### config.mk
export PLATFORM = sky130hd
export DESIGN_NAME = fifo_sync_thresh
export DESIGN_NICKNAME = d
export VERILOG_FILES = /design/src/rtl/fifo_pkg.sv /design/src/rtl/fifo_ram.sv /design/src/rtl/fifo_sync_thresh.sv
export SDC_FILE = /design/constraint.sdc
export NUM_CORES = 1
export LEC_CHECK = 0
export CORE_MARGIN = 3
export CORE_UTILIZATION = 48
export DETAILED_ROUTE_END_ITERATION = 6
export GPL_TIMING_DRIVEN = 0
export PLACE_DENSITY = 0.69
export SYNTH_ARGS = -nofsm -noshare
export SYNTH_HDL_FRONTEND = slang
export SYNTH_SLANG_ARGS = --single-unit
### constraint.sdc
create_clock -name clk -period 2.6 [get_ports clk]
set_clock_uncertainty 0.2 [all_clocks]
set_input_delay 0.52 -clock clk [delete_from_list [all_inputs] [get_ports clk]]
set_output_delay 0.52 -clock clk [all_outputs]
set_load 0.05 [all_outputs]
### src/rtl/fifo_pkg.sv
// +--------------------------------------------------------------------+
// | fifo_pkg : shared sizing helpers and types for the FIFO family     |
// | Rev 1.0                                                            |
// +--------------------------------------------------------------------+
`default_nettype none

package fifo_pkg;

  localparam int FIFO_ADDR_W = 4;

  function automatic int clog2(input int value);
    int r;
    int v;
    r = 0;
    v = value - 1;
    while (v > 0) begin
      r = r + 1;
      v = v >> 1;
    end
    return r;
  endfunction

  function automatic int depth_of(input int addr_w);
    return 1 << addr_w;
  endfunction

  localparam int FIFO_DEPTH = depth_of(FIFO_ADDR_W);

  // One extra bit so the count can represent a completely full buffer.
  typedef logic [clog2(FIFO_DEPTH):0] fifo_count_t;

endpackage

`default_nettype wire

### src/rtl/fifo_ram.sv
// +--------------------------------------------------------------------+
// | fifo_ram : simple dual-port RAM, sync write, registered sync read  |
// | Rev 1.0                                                            |
// +--------------------------------------------------------------------+
`default_nettype none

module fifo_ram #(
  parameter int DATA_W = 8,
  parameter int ADDR_W = 4
) (
  input  logic              clk,
  input  logic              reset_n,
  input  logic              wr_en,
  input  logic [ADDR_W-1:0] wr_addr,
  input  logic [DATA_W-1:0] wr_data,
  input  logic              rd_en,
  input  logic [ADDR_W-1:0] rd_addr,
  output logic [DATA_W-1:0] rd_data
);

  logic [DATA_W-1:0] r_mem [2**ADDR_W];
  logic [DATA_W-1:0] r_rd_data;

  // Storage array carries no reset so it maps onto block RAM.
  always_ff @(posedge clk) begin
    if (wr_en) begin
      r_mem[wr_addr] <= wr_data;
    end
  end

  always_ff @(posedge clk or negedge reset_n) begin
    if (!reset_n) begin
      r_rd_data <= '0;
    end else if (rd_en) begin
      r_rd_data <= r_mem[rd_addr];
    end
  end

  assign rd_data = r_rd_data;

endmodule

`default_nettype wire

### src/rtl/fifo_sync_thresh.sv
// +--------------------------------------------------------------------+
// | fifo_sync_thresh : single-clock FIFO with count, thresholds,       |
// | registered read data, flush and sticky error flags.   Rev 1.0      |
// +--------------------------------------------------------------------+
`default_nettype none

module fifo_sync_thresh
  import fifo_pkg::*;
#(
  parameter int DATA_W    = 8,
  parameter int ADDR_W    = FIFO_ADDR_W,
  parameter int AFULL_TH  = 2**ADDR_W - 2,
  parameter int AEMPTY_TH = 2
) (
  input  logic              clk,
  input  logic              reset_n,
  input  logic              clear,
  input  logic              wr_en,
  input  logic [DATA_W-1:0] wr_data,
  input  logic              rd_en,
  output logic [DATA_W-1:0] rd_data,
  output logic              rd_valid,
  output logic [ADDR_W:0]   count,
  output logic              full,
  output logic              empty,
  output logic              almost_full,
  output logic              almost_empty,
  output logic              overflow,
  output logic              underflow,
  input  logic              err_clr
);

  localparam int DEPTH = depth_of(ADDR_W);
  localparam int CNT_W = clog2(DEPTH) + 1;

  logic [ADDR_W-1:0] r_wr_ptr;
  logic [ADDR_W-1:0] r_rd_ptr;
  logic [CNT_W-1:0]  r_count;
  logic              r_rd_valid;
  logic              r_overflow;
  logic              r_underflow;

  logic w_full;
  logic w_empty;
  logic w_wr_acc;
  logic w_rd_acc;
  logic w_ovf_set;
  logic w_unf_set;

  assign w_full  = (r_count == CNT_W'(DEPTH));
  assign w_empty = (r_count == '0);

  // Acceptance looks only at registered flags; a flush swallows both requests.
  assign w_wr_acc  = wr_en & ~w_full  & ~clear;
  assign w_rd_acc  = rd_en & ~w_empty & ~clear;
  assign w_ovf_set = wr_en & w_full  & ~clear;
  assign w_unf_set = rd_en & w_empty & ~clear;

  always_ff @(posedge clk or negedge reset_n) begin
    if (!reset_n) begin
      r_wr_ptr   <= '0;
      r_rd_ptr   <= '0;
      r_count    <= '0;
      r_rd_valid <= 1'b0;
    end else if (clear) begin
      r_wr_ptr   <= '0;
      r_rd_ptr   <= '0;
      r_count    <= '0;
      r_rd_valid <= 1'b0;
    end else begin
      r_rd_valid <= w_rd_acc;
      if (w_wr_acc) begin
        r_wr_ptr <= r_wr_ptr + 1'b1;
      end
      if (w_rd_acc) begin
        r_rd_ptr <= r_rd_ptr + 1'b1;
      end
      case ({w_wr_acc, w_rd_acc})
        2'b10:   r_count <= r_count + 1'b1;
        2'b01:   r_count <= r_count - 1'b1;
        default: r_count <= r_count;
      endcase
    end
  end

  // A new violation outranks err_clr in the same cycle.
  always_ff @(posedge clk or negedge reset_n) begin
    if (!reset_n) begin
      r_overflow  <= 1'b0;
      r_underflow <= 1'b0;
    end else begin
      if (w_ovf_set) begin
        r_overflow <= 1'b1;
      end else if (err_clr) begin
        r_overflow <= 1'b0;
      end
      if (w_unf_set) begin
        r_underflow <= 1'b1;
      end else if (err_clr) begin
        r_underflow <= 1'b0;
      end
    end
  end

  fifo_ram #(
    .DATA_W (DATA_W),
    .ADDR_W (ADDR_W)
  ) u_ram (
    .clk     (clk),
    .reset_n (reset_n),
    .wr_en   (w_wr_acc),
    .wr_addr (r_wr_ptr),
    .wr_data (wr_data),
    .rd_en   (w_rd_acc),
    .rd_addr (r_rd_ptr),
    .rd_data (rd_data)
  );

  assign rd_valid     = r_rd_valid;
  assign count        = r_count;
  assign full         = w_full;
  assign empty        = w_empty;
  assign almost_full  = (r_count >= CNT_W'(AFULL_TH));
  assign almost_empty = (r_count <= CNT_W'(AEMPTY_TH));
  assign overflow     = r_overflow;
  assign underflow    = r_underflow;

endmodule

`default_nettype wire

==> results.py <==
metrics = {
    "timing": {
        "final_critical_path_setup_slack_ns": -0.0962,
        "finalCritPeriodShare_pct": 104,
        "timing.final.setup_violations": 6,
        "tightestPinTransition_ns": 1.07,
        "worst_slew_margin_rel_pct": 28.5,
        "timing.fmax_mhz": 371,
        "slew_violations": 0,
        "period_minus_slack_ns": 2.70,
        "count_of_final_hold_check_violations": 0,
        "grt_setup_unrepaired": "yes",
        "totalNegativeSetupSlack_ns": -0.139,
    },
    "synthesis": {
        "synth.lib_cells_used.distinct": 40,
        "synthCells": 349,
        "post_synthesis_net_count": 370,
        "ys_ff_latch": 152,
        "post_synth.cell_area_avg_sq_um": 17.9,
        "seq_area_frac_synth_pct": 71.3,
        "synth.cell_area_sq_mm": 0.00623,
        "yosys_warnings": 0,
    },
    "floorplan": {
        "floorplan.initialDensity_pct": 50.4,
        "die_width_microns": 120,
        "io_pins": 34,
        "die-height_microns": 120,
        "placeableCoreArea_sq_mm": 0.0124,
        "dieArea_sq_mm": 0.0144,
        "std_cell_rows": 40,
    },
    "detailed_routing": {
        "wl_per_cell_microns": 21.1,
        "wl_mm": 12.6,
        "firstDrtPassIters": 4,
        "route.antenna.remaining_nets": 0,
        "via_per_inst": 5.53,
        "routed-via-count": 3287,
        "detailedRoute.firstIterationViolations": 296,
        "remaining_drc_errors": 0,
    },
    "worst_setup_path": {
        "criticalPathCategory": "flop to flop",
        "worstPathRequired_ns": 2.68,
        "critical_path_arrival_ns": 2.77,
        "setup.worst_path.end_class": "flop",
        "path_max_fanout": 4,
        "startpoint_type": "flop",
        "r2r.worst_path.cells": 9,
    },
    "clocking": {
        "clock-root-buffer": "clkbuf_16",
        "cts_tree": "built",
        "htreeDepth": 4,
        "cts_buffer_depth": 2,
        "clk_pin_slew_ns": 0.06,
        "cts_made_buffers": 17,
        "numClockSinks": 152,
        "insertion_delay_ns": 0.42,
    },
    "power": {
        "ir_drop_mv": 0.531,
        "swShare_pct": 30.9,
        "clock_power_share_pct": 31.7,
        "comb_power_share_pct": 30.7,
        "power.density_cell_area_mw_per_mm2": 1000,
        "leakage_nw": 2.56,
        "internal_power_mw": 5.34,
        "power.share.sequential_pct": 37.6,
        "p_switching_mw": 2.39,
    },
    "layout": {
        "final_net_count": 434,
        "fillers": 901,
        "antenna_cells": 0,
        "most-common-layout-cells": "edfxtp_1 (128), mux4_2 (32), clkdlybuf4s50_1 (28)",
        "final_common_cell": "edfxtp_1",
        "area_growth_pct": 23.8,
        "drive_gt1_share_pct": 32.6,
    },
    "placement": {
        "place.gp.congestion": 0.833,
        "place.port_buffers": 32,
        "post-place-ws_ns": -0.551,
        "dpl.hpwl_mm": 8.08,
    },
    "global_route": {
        "groute.layer.met1.usage_pct": 26.9,
        "grt_util_met2_pct": 28.4,
        "grt_usage_pct": 18.8,
        "grt_first_pass_wirelength_mm": 19.5,
        "gr-total-overflow": 0,
        "grt_start_max_net_pins": 25,
        "grt_use_met3_pct": 4.71,
        "first_global_vias": 3398,
        "grt_antenna_before_repair": 0,
        "busiest_layer": "met2",
    },
    "job": {
        "timing.max_cap.violations": 0,
    },
    "status": {
        "failed_checks": "negative setup slack",
        "status": "complete, but fails checks",
    },
    "hold_path": {
        "worst_min_path_class": "flop to flop",
        "holdPathStages": 1,
    },
}
==> Yosys cell counts <==
cell | n | area share, %
a2111oi_0 | 1 | 0.14
a211oi_1 | 1 | 0.12
a21boi_1 | 1 | 0.12
a21o_1 | 1 | 0.12
a21oi_1 | 4 | 0.32
a31o_2 | 1 | 0.14
a32o_1 | 1 | 0.16
and2_1 | 1 | 0.10
buf_1 | 1 | 0.060
buf_2 | 8 | 0.64
buf_4 | 1 | 0.12
clkbuf_1 | 8 | 0.48
dfrtp_1 | 24 | 9.6
edfxtp_1 | 128 | 62
ha_1 | 7 | 1.4
inv_1 | 9 | 0.54
mux2_2 | 15 | 2.7
mux2i_1 | 7 | 1.1
mux4_2 | 32 | 12
nand2_1 | 9 | 0.54
nand2b_1 | 4 | 0.40
nand3_1 | 4 | 0.32
nand3b_1 | 1 | 0.12
nand4_1 | 3 | 0.30
nor2_1 | 39 | 2.3
nor3_1 | 6 | 0.48
nor4_1 | 1 | 0.10
o2111ai_1 | 1 | 0.14
o2111ai_4 | 1 | 0.42
o211ai_1 | 1 | 0.12
o21ai_0 | 3 | 0.24
o21ai_1 | 1 | 0.080
o221ai_1 | 1 | 0.14
o22ai_1 | 7 | 0.70
o32ai_1 | 2 | 0.28
o41ai_2 | 1 | 0.26
or3_1 | 1 | 0.10
or4_4 | 1 | 0.18
xnor2_1 | 6 | 0.84
xor2_1 | 5 | 0.70
==> metal layers <==
metal  part of all wire (%)  up-vias  wire length (microns)
met1                     42     1658                   5270
met3                    7.6       20                    958
met5                      0        -                      0
li1                       -     1505                      -
met4                    1.7        0                    212
met2                     49      104                   6110
==> layout make-up <==
type / count / area, sq um / share of cell area, %
buffer: 17 / 100 / 1.30
clock inverter: 12 / 153 / 1.98
tap: 168 / 210 / 2.72
clock buffer: 20 / 447 / 5.79
sequential: 152 / 4450 / 57.6
multi-input combinational: 170 / 1870 / 24.2
inverter: 9 / 33.8 / 0.438
timing repair buffer: 46 / 462 / 5.98
==> critical path, cell delays in order, from the launching register on <==
cell	delay [ns]
dfrtp_2	0.42
or4_4	0.58
o2111ai_4	0.27
xnor2_1	0.10
ha_2	0.20
or3_1	0.32
a21oi_2	0.14
mux2i_2	0.10
xnor2_1	0.13
o32ai_1	0.10
==> through the flow <==
step	cells	hold slack (ns)	instance area [sq um]	utilization [%]	total power [mW]
3_5_place_dp	549	0.288	6820	55.1	5.15
2_1_floorplan	349	0.0244	6280	-	4.51
6_report	594	0.298	7720	62.4	7.73
4_1_cts	594	0.302	7720	62.4	7.78
3_3_place_gp	549	0.273	6820	55.1	5.11
5_1_grt	594	0.326	7720	62.4	8.03
==> flip-flops by register name (all words and copies together) (netlist names) <==
signal         cells
u_ram.r_mem      128
u_ram.rd_data      8
count              5
r_rd_ptr           4
r_wr_ptr           4
overflow           1
rd_valid           1
underflow          1
==> power by group through the flow <==
stage | Sequential [mW] | Combinational (mW) | Clock [mW]
6_report | 2.91 | 2.37 | 2.45
5_1_grt | 2.93 | 2.51 | 2.60
4_1_cts | 2.91 | 2.38 | 2.49
3_5_place_dp | 2.96 | 2.19 | 0
3_3_place_gp | 2.95 | 2.16 | 0
2_1_floorplan | 3.29 | 1.22 | 0
==> cell families after synthesis <==
family	after synthesis	synth area share [%]
adder cells (fa/ha/maj)	7	1.40
AO/OA/AOI/OAI	28	3.51
XOR/XNOR	11	1.55
flip-flops	152	71.3
multiplexers	54	15.4
AND/OR/NAND/NOR	70	5.00
buffers and inverters	27	1.85
==> path summary, 6_finish.rpt <==
path	slack, ns	to	from
worst max-delay path	-0.1	count[4]	count[1]
worst min-delay path	0.30	overflow	overflow
worst max register to register	-0.1	count[4]	count[1]
worst min register to register	0.30	overflow	overflow
max in group asynchronous	1.01	count[3]	reset_n
min in group asynchronous	0.48	count[0]	reset_n
==> repair_timing <==
action,4_1_cts,5_1_grt
cloned,0,0
pin swaps,9,2
hold buffers,0,0
setup endpoints to repair,142,141
setup buffers,14,0
resized for setup,60,2
(Power assumes the default switching activity.)
